File: config.mk
export PLATFORM = sky130hd
export DESIGN_NAME = nn_frame_seq_flat
export DESIGN_NICKNAME = d
export VERILOG_FILES = /design/src/rtl/nn_frame_seq_if.sv /design/src/rtl/nn_frame_seq.sv /design/src/flat_wrapper.sv
export SDC_FILE = /design/constraint.sdc
export NUM_CORES = 1
export LEC_CHECK = 0
export ABC_AREA = 1
export BUFFER_PORTS_ARGS = -buffer_cell sky130_fd_sc_hd__buf_2
export CORE_MARGIN = 2
export CORE_UTILIZATION = 30
export DETAILED_ROUTE_END_ITERATION = 10
export SLEW_MARGIN = 20
export SYNTH_ARGS = -nofsm -noshare
export SYNTH_HDL_FRONTEND = slang
export SYNTH_SLANG_ARGS = --single-unit
File: constraint.sdc
create_clock -name clk -period 2.8 [get_ports clk]
set_input_delay 0.28 -clock clk [delete_from_list [all_inputs] [get_ports clk]]
set_output_delay 0.28 -clock clk [all_outputs]
set_load 0.01 [all_outputs]
File: src/rtl/nn_frame_seq_if.sv
// Stream, core-port and result-handshake bundle for nn_frame_seq.
// The master modport is the sequencer side; the slave modport is the stream source, nn_core and the result sink.
interface nn_frame_seq_if;
    logic       s_valid;
    logic [7:0] s_data;
    logic       s_last;
    logic       s_ready;

    logic       core_pix_we;
    logic [9:0] core_pix_addr;
    logic [7:0] core_pix_data;
    logic       core_start;
    logic       core_done;
    logic [3:0] core_predicted;

    logic       res_valid;
    logic       res_ready;
    logic [3:0] res_class;
    logic [1:0] res_err;

    modport master (
        input  s_valid, s_data, s_last, core_done, core_predicted, res_ready,
        output s_ready, core_pix_we, core_pix_addr, core_pix_data, core_start,
               res_valid, res_class, res_err
    );

    modport slave (
        output s_valid, s_data, s_last, core_done, core_predicted, res_ready,
        input  s_ready, core_pix_we, core_pix_addr, core_pix_data, core_start,
               res_valid, res_class, res_err
    );
endinterface

File: src/rtl/nn_frame_seq.sv
// Frame sequencer: streams one pixel frame into nn_core, runs the core's start/done
// handshake and returns the predicted class plus an error code on a result handshake.
module nn_frame_seq #(
    parameter int N_IN    = 784,
    parameter int TIMEOUT = 1023
) (
    input  logic                  clk,
    input  logic                  rst,
    input  logic                  enable,
    nn_frame_seq_if.master        bus,
    output logic                  busy,
    output logic [15:0]           frame_count
);
    localparam int AW = 10;
    localparam int TW = (TIMEOUT < 2) ? 1 : $clog2(TIMEOUT + 1);
    localparam logic [AW-1:0] LAST_IDX  = AW'(N_IN - 1);
    localparam logic [TW-1:0] TIMER_MAX = TW'(TIMEOUT);

    localparam logic [1:0] ERR_OK      = 2'd0;
    localparam logic [1:0] ERR_SHORT   = 2'd1;
    localparam logic [1:0] ERR_LONG    = 2'd2;
    localparam logic [1:0] ERR_TIMEOUT = 2'd3;

    typedef enum logic [2:0] {
        IDLE, LOAD, DRAIN, START, WAIT, RESULT, REARM
    } state_t;

    state_t        state;
    logic [AW-1:0] idx;
    logic [TW-1:0] timer;
    logic          beat;

    assign beat = bus.s_valid & bus.s_ready;
    assign busy = (state != IDLE);

    // NOTE: every register here is state, so all assignments are non-blocking;
    // blocking writes would let later statements see same-cycle values and break the edge timing.
    always_ff @(posedge clk) begin
        if (rst) begin
            state             <= IDLE;
            idx               <= '0;
            timer             <= '0;
            bus.s_ready       <= 1'b0;
            bus.core_pix_we   <= 1'b0;
            bus.core_pix_addr <= '0;
            bus.core_pix_data <= '0;
            bus.core_start    <= 1'b0;
            bus.res_valid     <= 1'b0;
            bus.res_class     <= '0;
            bus.res_err       <= ERR_OK;
            frame_count       <= '0;
        end else begin
            // NOTE: default low makes the pixel write a single-cycle pulse per accepted beat.
            bus.core_pix_we <= 1'b0;
            case (state)
                IDLE: begin
                    if (enable) begin
                        idx         <= '0;
                        bus.s_ready <= 1'b1;
                        state       <= LOAD;
                    end
                end
                LOAD: begin
                    if (beat) begin
                        bus.core_pix_we   <= 1'b1;
                        bus.core_pix_addr <= idx;
                        bus.core_pix_data <= bus.s_data;
                        idx               <= idx + 1'b1;
                        if (bus.s_last) begin
                            bus.s_ready <= 1'b0;
                            if (idx == LAST_IDX) begin
                                state <= START;
                            end else begin
                                bus.res_err   <= ERR_SHORT;
                                bus.res_class <= '0;
                                bus.res_valid <= 1'b1;
                                state         <= RESULT;
                            end
                        end else if (idx == LAST_IDX) begin
                            // Frame is full but the source keeps going: swallow the tail.
                            bus.res_err   <= ERR_LONG;
                            bus.res_class <= '0;
                            state         <= DRAIN;
                        end
                    end
                end
                DRAIN: begin
                    if (beat && bus.s_last) begin
                        bus.s_ready   <= 1'b0;
                        bus.res_valid <= 1'b1;
                        state         <= RESULT;
                    end
                end
                START: begin
                    bus.core_start <= 1'b1;
                    timer          <= '0;
                    state          <= WAIT;
                end
                WAIT: begin
                    timer <= timer + 1'b1;
                    if (bus.core_done) begin
                        bus.res_class <= bus.core_predicted;
                        bus.res_err   <= ERR_OK;
                        bus.res_valid <= 1'b1;
                        state         <= RESULT;
                    end else if (timer == TIMER_MAX) begin
                        bus.res_class <= '0;
                        bus.res_err   <= ERR_TIMEOUT;
                        bus.res_valid <= 1'b1;
                        state         <= RESULT;
                    end
                end
                RESULT: begin
                    if (bus.res_ready) begin
                        bus.res_valid  <= 1'b0;
                        bus.core_start <= 1'b0;
                        if (bus.res_err == ERR_OK) frame_count <= frame_count + 1'b1;
                        state <= REARM;
                    end
                end
                REARM: begin
                    // The core holds done until it sees start drop; wait it out before rearming.
                    if (!bus.core_done) state <= IDLE;
                end
                default: state <= IDLE;
            endcase
        end
    end
endmodule

File: src/flat_wrapper.sv
// flat-port wrapper written by rule: the top's interface ports become plain ports
module nn_frame_seq_flat 
#(
    parameter int N_IN    = 784,
    parameter int TIMEOUT = 1023
)
  (clk, rst, enable, busy, frame_count, bus_s_valid, bus_s_data, bus_s_last, bus_core_done, bus_core_predicted, bus_res_ready, bus_s_ready, bus_core_pix_we, bus_core_pix_addr, bus_core_pix_data, bus_core_start, bus_res_valid, bus_res_class, bus_res_err);
  nn_frame_seq_if bus_i ();
  input  logic clk;
  input  logic rst;
  input  logic enable;
  output logic busy;
  output logic [15:0] frame_count;
  input wire logic [$bits(bus_i.s_valid)-1:0] bus_s_valid;
  input wire logic [$bits(bus_i.s_data)-1:0] bus_s_data;
  input wire logic [$bits(bus_i.s_last)-1:0] bus_s_last;
  input wire logic [$bits(bus_i.core_done)-1:0] bus_core_done;
  input wire logic [$bits(bus_i.core_predicted)-1:0] bus_core_predicted;
  input wire logic [$bits(bus_i.res_ready)-1:0] bus_res_ready;
  output wire logic [$bits(bus_i.s_ready)-1:0] bus_s_ready;
  output wire logic [$bits(bus_i.core_pix_we)-1:0] bus_core_pix_we;
  output wire logic [$bits(bus_i.core_pix_addr)-1:0] bus_core_pix_addr;
  output wire logic [$bits(bus_i.core_pix_data)-1:0] bus_core_pix_data;
  output wire logic [$bits(bus_i.core_start)-1:0] bus_core_start;
  output wire logic [$bits(bus_i.res_valid)-1:0] bus_res_valid;
  output wire logic [$bits(bus_i.res_class)-1:0] bus_res_class;
  output wire logic [$bits(bus_i.res_err)-1:0] bus_res_err;
  assign bus_i.s_valid = bus_s_valid;
  assign bus_i.s_data = bus_s_data;
  assign bus_i.s_last = bus_s_last;
  assign bus_i.core_done = bus_core_done;
  assign bus_i.core_predicted = bus_core_predicted;
  assign bus_i.res_ready = bus_res_ready;
  assign bus_s_ready = bus_i.s_ready;
  assign bus_core_pix_we = bus_i.core_pix_we;
  assign bus_core_pix_addr = bus_i.core_pix_addr;
  assign bus_core_pix_data = bus_i.core_pix_data;
  assign bus_core_start = bus_i.core_start;
  assign bus_res_valid = bus_i.res_valid;
  assign bus_res_class = bus_i.res_class;
  assign bus_res_err = bus_i.res_err;
  nn_frame_seq #(.N_IN(N_IN), .TIMEOUT(TIMEOUT)) u_core (.clk(clk), .rst(rst), .enable(enable), .bus(bus_i), .busy(busy), .frame_count(frame_count));
endmodule
==> results.yml <==
power_and_ir_drop:
  sw_frac_of_total_pct: 36.5
  p_leak_uw: 0.00165
  p_seq_share_pct: 43.9
  power.total_uw: 2530
  ir_worst_vdd_mv: 0.231
  p_clk_share_pct: 28.9
  power.density_mw_per_mm2: 648
  p_int_uw: 1610
  comb_power_share_pct: 27.3
  power_switching_uw: 924
global_route:
  top_usage_layer: "met2"
  grt-ovfl-total: 0
  grt_max_degree: 33
  met2_usage_pct: 22.4
  use_met3_pct: 3.23
  track_usage_pct: 14.3
  grt_pass1_vias: 3052
  grt_pass1_wl_mm: 13.6
  antenna_found_initial: 0
  grt_use_met1_pct: 18.8
worst_hold_path:
  holdCritPathClass: "in -> reg"
  min_from: "bus_s_data[1]"
finish:
  n_antenna_cell: 0
  fillers: 1165
  seq_area_mm2: 0.00134
  area_growth_pct: 18.4
  fin_cells: 680
  fin_area_mm2: 0.00391
  final_util_pct: 36.2
  layout-drive-gt1-share_pct: 19.8
  nNetsFinal: 557
  multi_input_area_mm2: 0.00169
sta:
  slew-limit-headroom_pct: 37.6
  setup_viol: 0
  min_period_ns: 1.84
  fin_skew_ns: 0.0137
  tightest_slew_ns: 0.935
  fin_tns_setup_ns: 0
  hold_viol: 0
  grt_setup_unrepaired: "false"
  slew_violations: 0
  fmax_ghz: 0.543
  period_share_pct: 65.8
place:
  post-dp-hpwl_mm: 5.81
  io_buffers: 63
  dp_cells: 664
  gp_congestion: 0.914
  place_area_mm2: 0.00373
synth:
  yosys.cell_count.top_type: "nand2_1"
  synth_area_leaders: "dfxtp_1, nand2_1, a21oi_1"
  synth_top_area_cell: "dfxtp_1"
  synth_edf_count: 0
  yosysTopAreaCellShare_pct: 40.7
  ys_seq_area_share_pct: 40.7
  synth_ff_type: "dfxtp_1"
  yosys_warnings: 0
  synth-seq-cells: 67
  syn-num-nets: 494
  syn_area_mm2: 0.00330
  yosysUniqueCellTypes: 37
  async_flop_share_pct: 0
  avgSynthCellArea_um2: 6.98
  synthCells: 472
  netlist_top_cells_count: "nand2_1, dfxtp_1, nor2_1"
cts:
  cts_resized: 0
  cts.clk_slew.worst_paths_ns: 0.08
  cts_max_level: 3
  cts.sinks: 67
  clock_latency_ns: 0.35
  cts_hold_buffers: 0
  clock_path_buffers: 2
  cts-root-buf: "clkbuf_8"
  cts_buffers: 9
  cts_tree: "built"
  post_cts_buffers: 0
critical_path:
  reg2regPathDepth: 7
  timing.rr.start: "u_core.state[2]"
  crit_start: "u_core.state[2]"
  critPathRequiredTime_ns: 3.09
  slowest_delay_ns: 0.42
  critical_path_class: "reg -> reg"
  rr_endpoint: "u_core.idx[7]"
  path_cells: "nor2_4 -> nand3_4 -> inv_2 -> nand2_1 -> o211ai_1 -> nand2_1 -> inv_1"
  cp-end-kind: "flop"
  critical_path_depth: 7
  crit_arrival_ns: 2.13
  rrSetupSlack_ns: 0.96
  cp_top_family: "simple AND/OR/NAND/NOR gates"
  crit_fanout: 27
  cp.buffers_inverters: 2
  worstSetupStartpointType: "flop"
  critPathSlowestCell: "dfxtp_1"
  critPathCapture: "u_core.idx[7]"
  crit_path_frequent_cell: "nand2_1"
flow_run:
  cap_violations: 0
floorplan:
  die_area_mm2: 0.0118
  rows: 38
  die_x_um: 109
  initial_core_util_pct: 30.5
  core-area_mm2: 0.0108
  boundaryPins: 64
  die_y_um: 109
outcome:
  status: "finished clean"
route:
  drt_wl_total_mm: 8.05
  vias: 3219
  drt_iter0_drc: 210
  route.detailed.drc: 0
  wire_per_inst_um: 11.8
  drt-pass1-iter-count: 4
  drt-vias-per-instance: 4.73
  ant_nets: 0
==> layer usage <==
layer	part of all wire [%]	vias to the layer above
met2	46	67
met5	0	-
met1	49	1477
li1	-	1669
met3	4.6	6
met4	1.0	0
==> area by class of cell <==
cell class / instances / share of cell area, %
Sequential cell: 67 / 34.3
Clock inverter: 6 / 1.03
Timing Repair Buffer: 65 / 8.46
Multi-Input combinational cell: 343 / 43.4
Tap cell: 140 / 4.49
Inverter: 49 / 4.77
Clock buffer: 10 / 3.52
==> worst min-delay path by stage <==
stage                             endpoint  cells after the start
3_3_place_gp          u_core.bus.res_valid                      2
6_report       u_core.bus.core_pix_data[1]                      3
4_1_cts        u_core.bus.core_pix_data[2]                      3
5_1_grt        u_core.bus.core_pix_data[3]                      3
3_5_place_dp          u_core.bus.res_valid                      2
2_1_floorplan  u_core.bus.core_pix_data[0]                      2
==> per-stage QoR <==
step,worst slack [ns],hold WS [ns]
after floorplan,1.32,0.423
after global placement,1.00,0.445
after detailed placement,0.957,0.450
after CTS,0.932,0.160
after global routing,0.709,0.175
final,0.957,0.181
==> layout by cell type, fill, tap and decap left out, drive strengths merged, types with 2 or more instances in the layout <==
master | Yosys | final
xor2 | 2 | 2
nor3 | 10 | 10
clkbuf | 5 | 10
clkinv | 0 | 4
nor2 | 69 | 69
a31oi | 2 | 2
inv | 49 | 50
buf | 8 | 65
ha | 3 | 3
nand3 | 38 | 38
o21ai | 20 | 20
xnor2 | 3 | 3
nand3b | 2 | 2
dfxtp | 67 | 67
o211ai | 3 | 3
nand2 | 124 | 124
nand4 | 13 | 13
a221oi | 2 | 2
a21oi | 47 | 47
==> worst min-delay path, cell delays in order <==
cell     delay (ns)
buf_2          0.09
nand2_1        0.05
a21oi_1        0.05
==> flip-flops by register name, summed over array words and instances (netlist names), 2 cells and up <==
register	flops
u_core.bus.res_err	2
u_core.bus.res_class	4
u_core.bus.core_pix_addr	10
u_core.idx	10
u_core.state	3
u_core.bus.core_pix_data	8
u_core.timer	10
u_core.frame_count	16
==> power by group through the flow <==
stage,Clock (uW),Sequential (uW),Combinational [uW]
3_5_place_dp,0,1130,692
2_1_floorplan,0,1140,514
5_1_grt,807,1120,787
3_3_place_gp,0,1130,684
6_report,731,1110,691
4_1_cts,762,1110,696
==> kinds of logic after synthesis <==
kind of cell	share of synthesized area (%)
AO/OA/AOI/OAI	13.2
adder cells (fa/ha/maj)	1.14
XOR/XNOR	1.33
flip-flops	40.7
AND/OR/NAND/NOR	35.7
buffers and inverters	7.93
No activity file was read; power rests on OpenSTA's default activity.
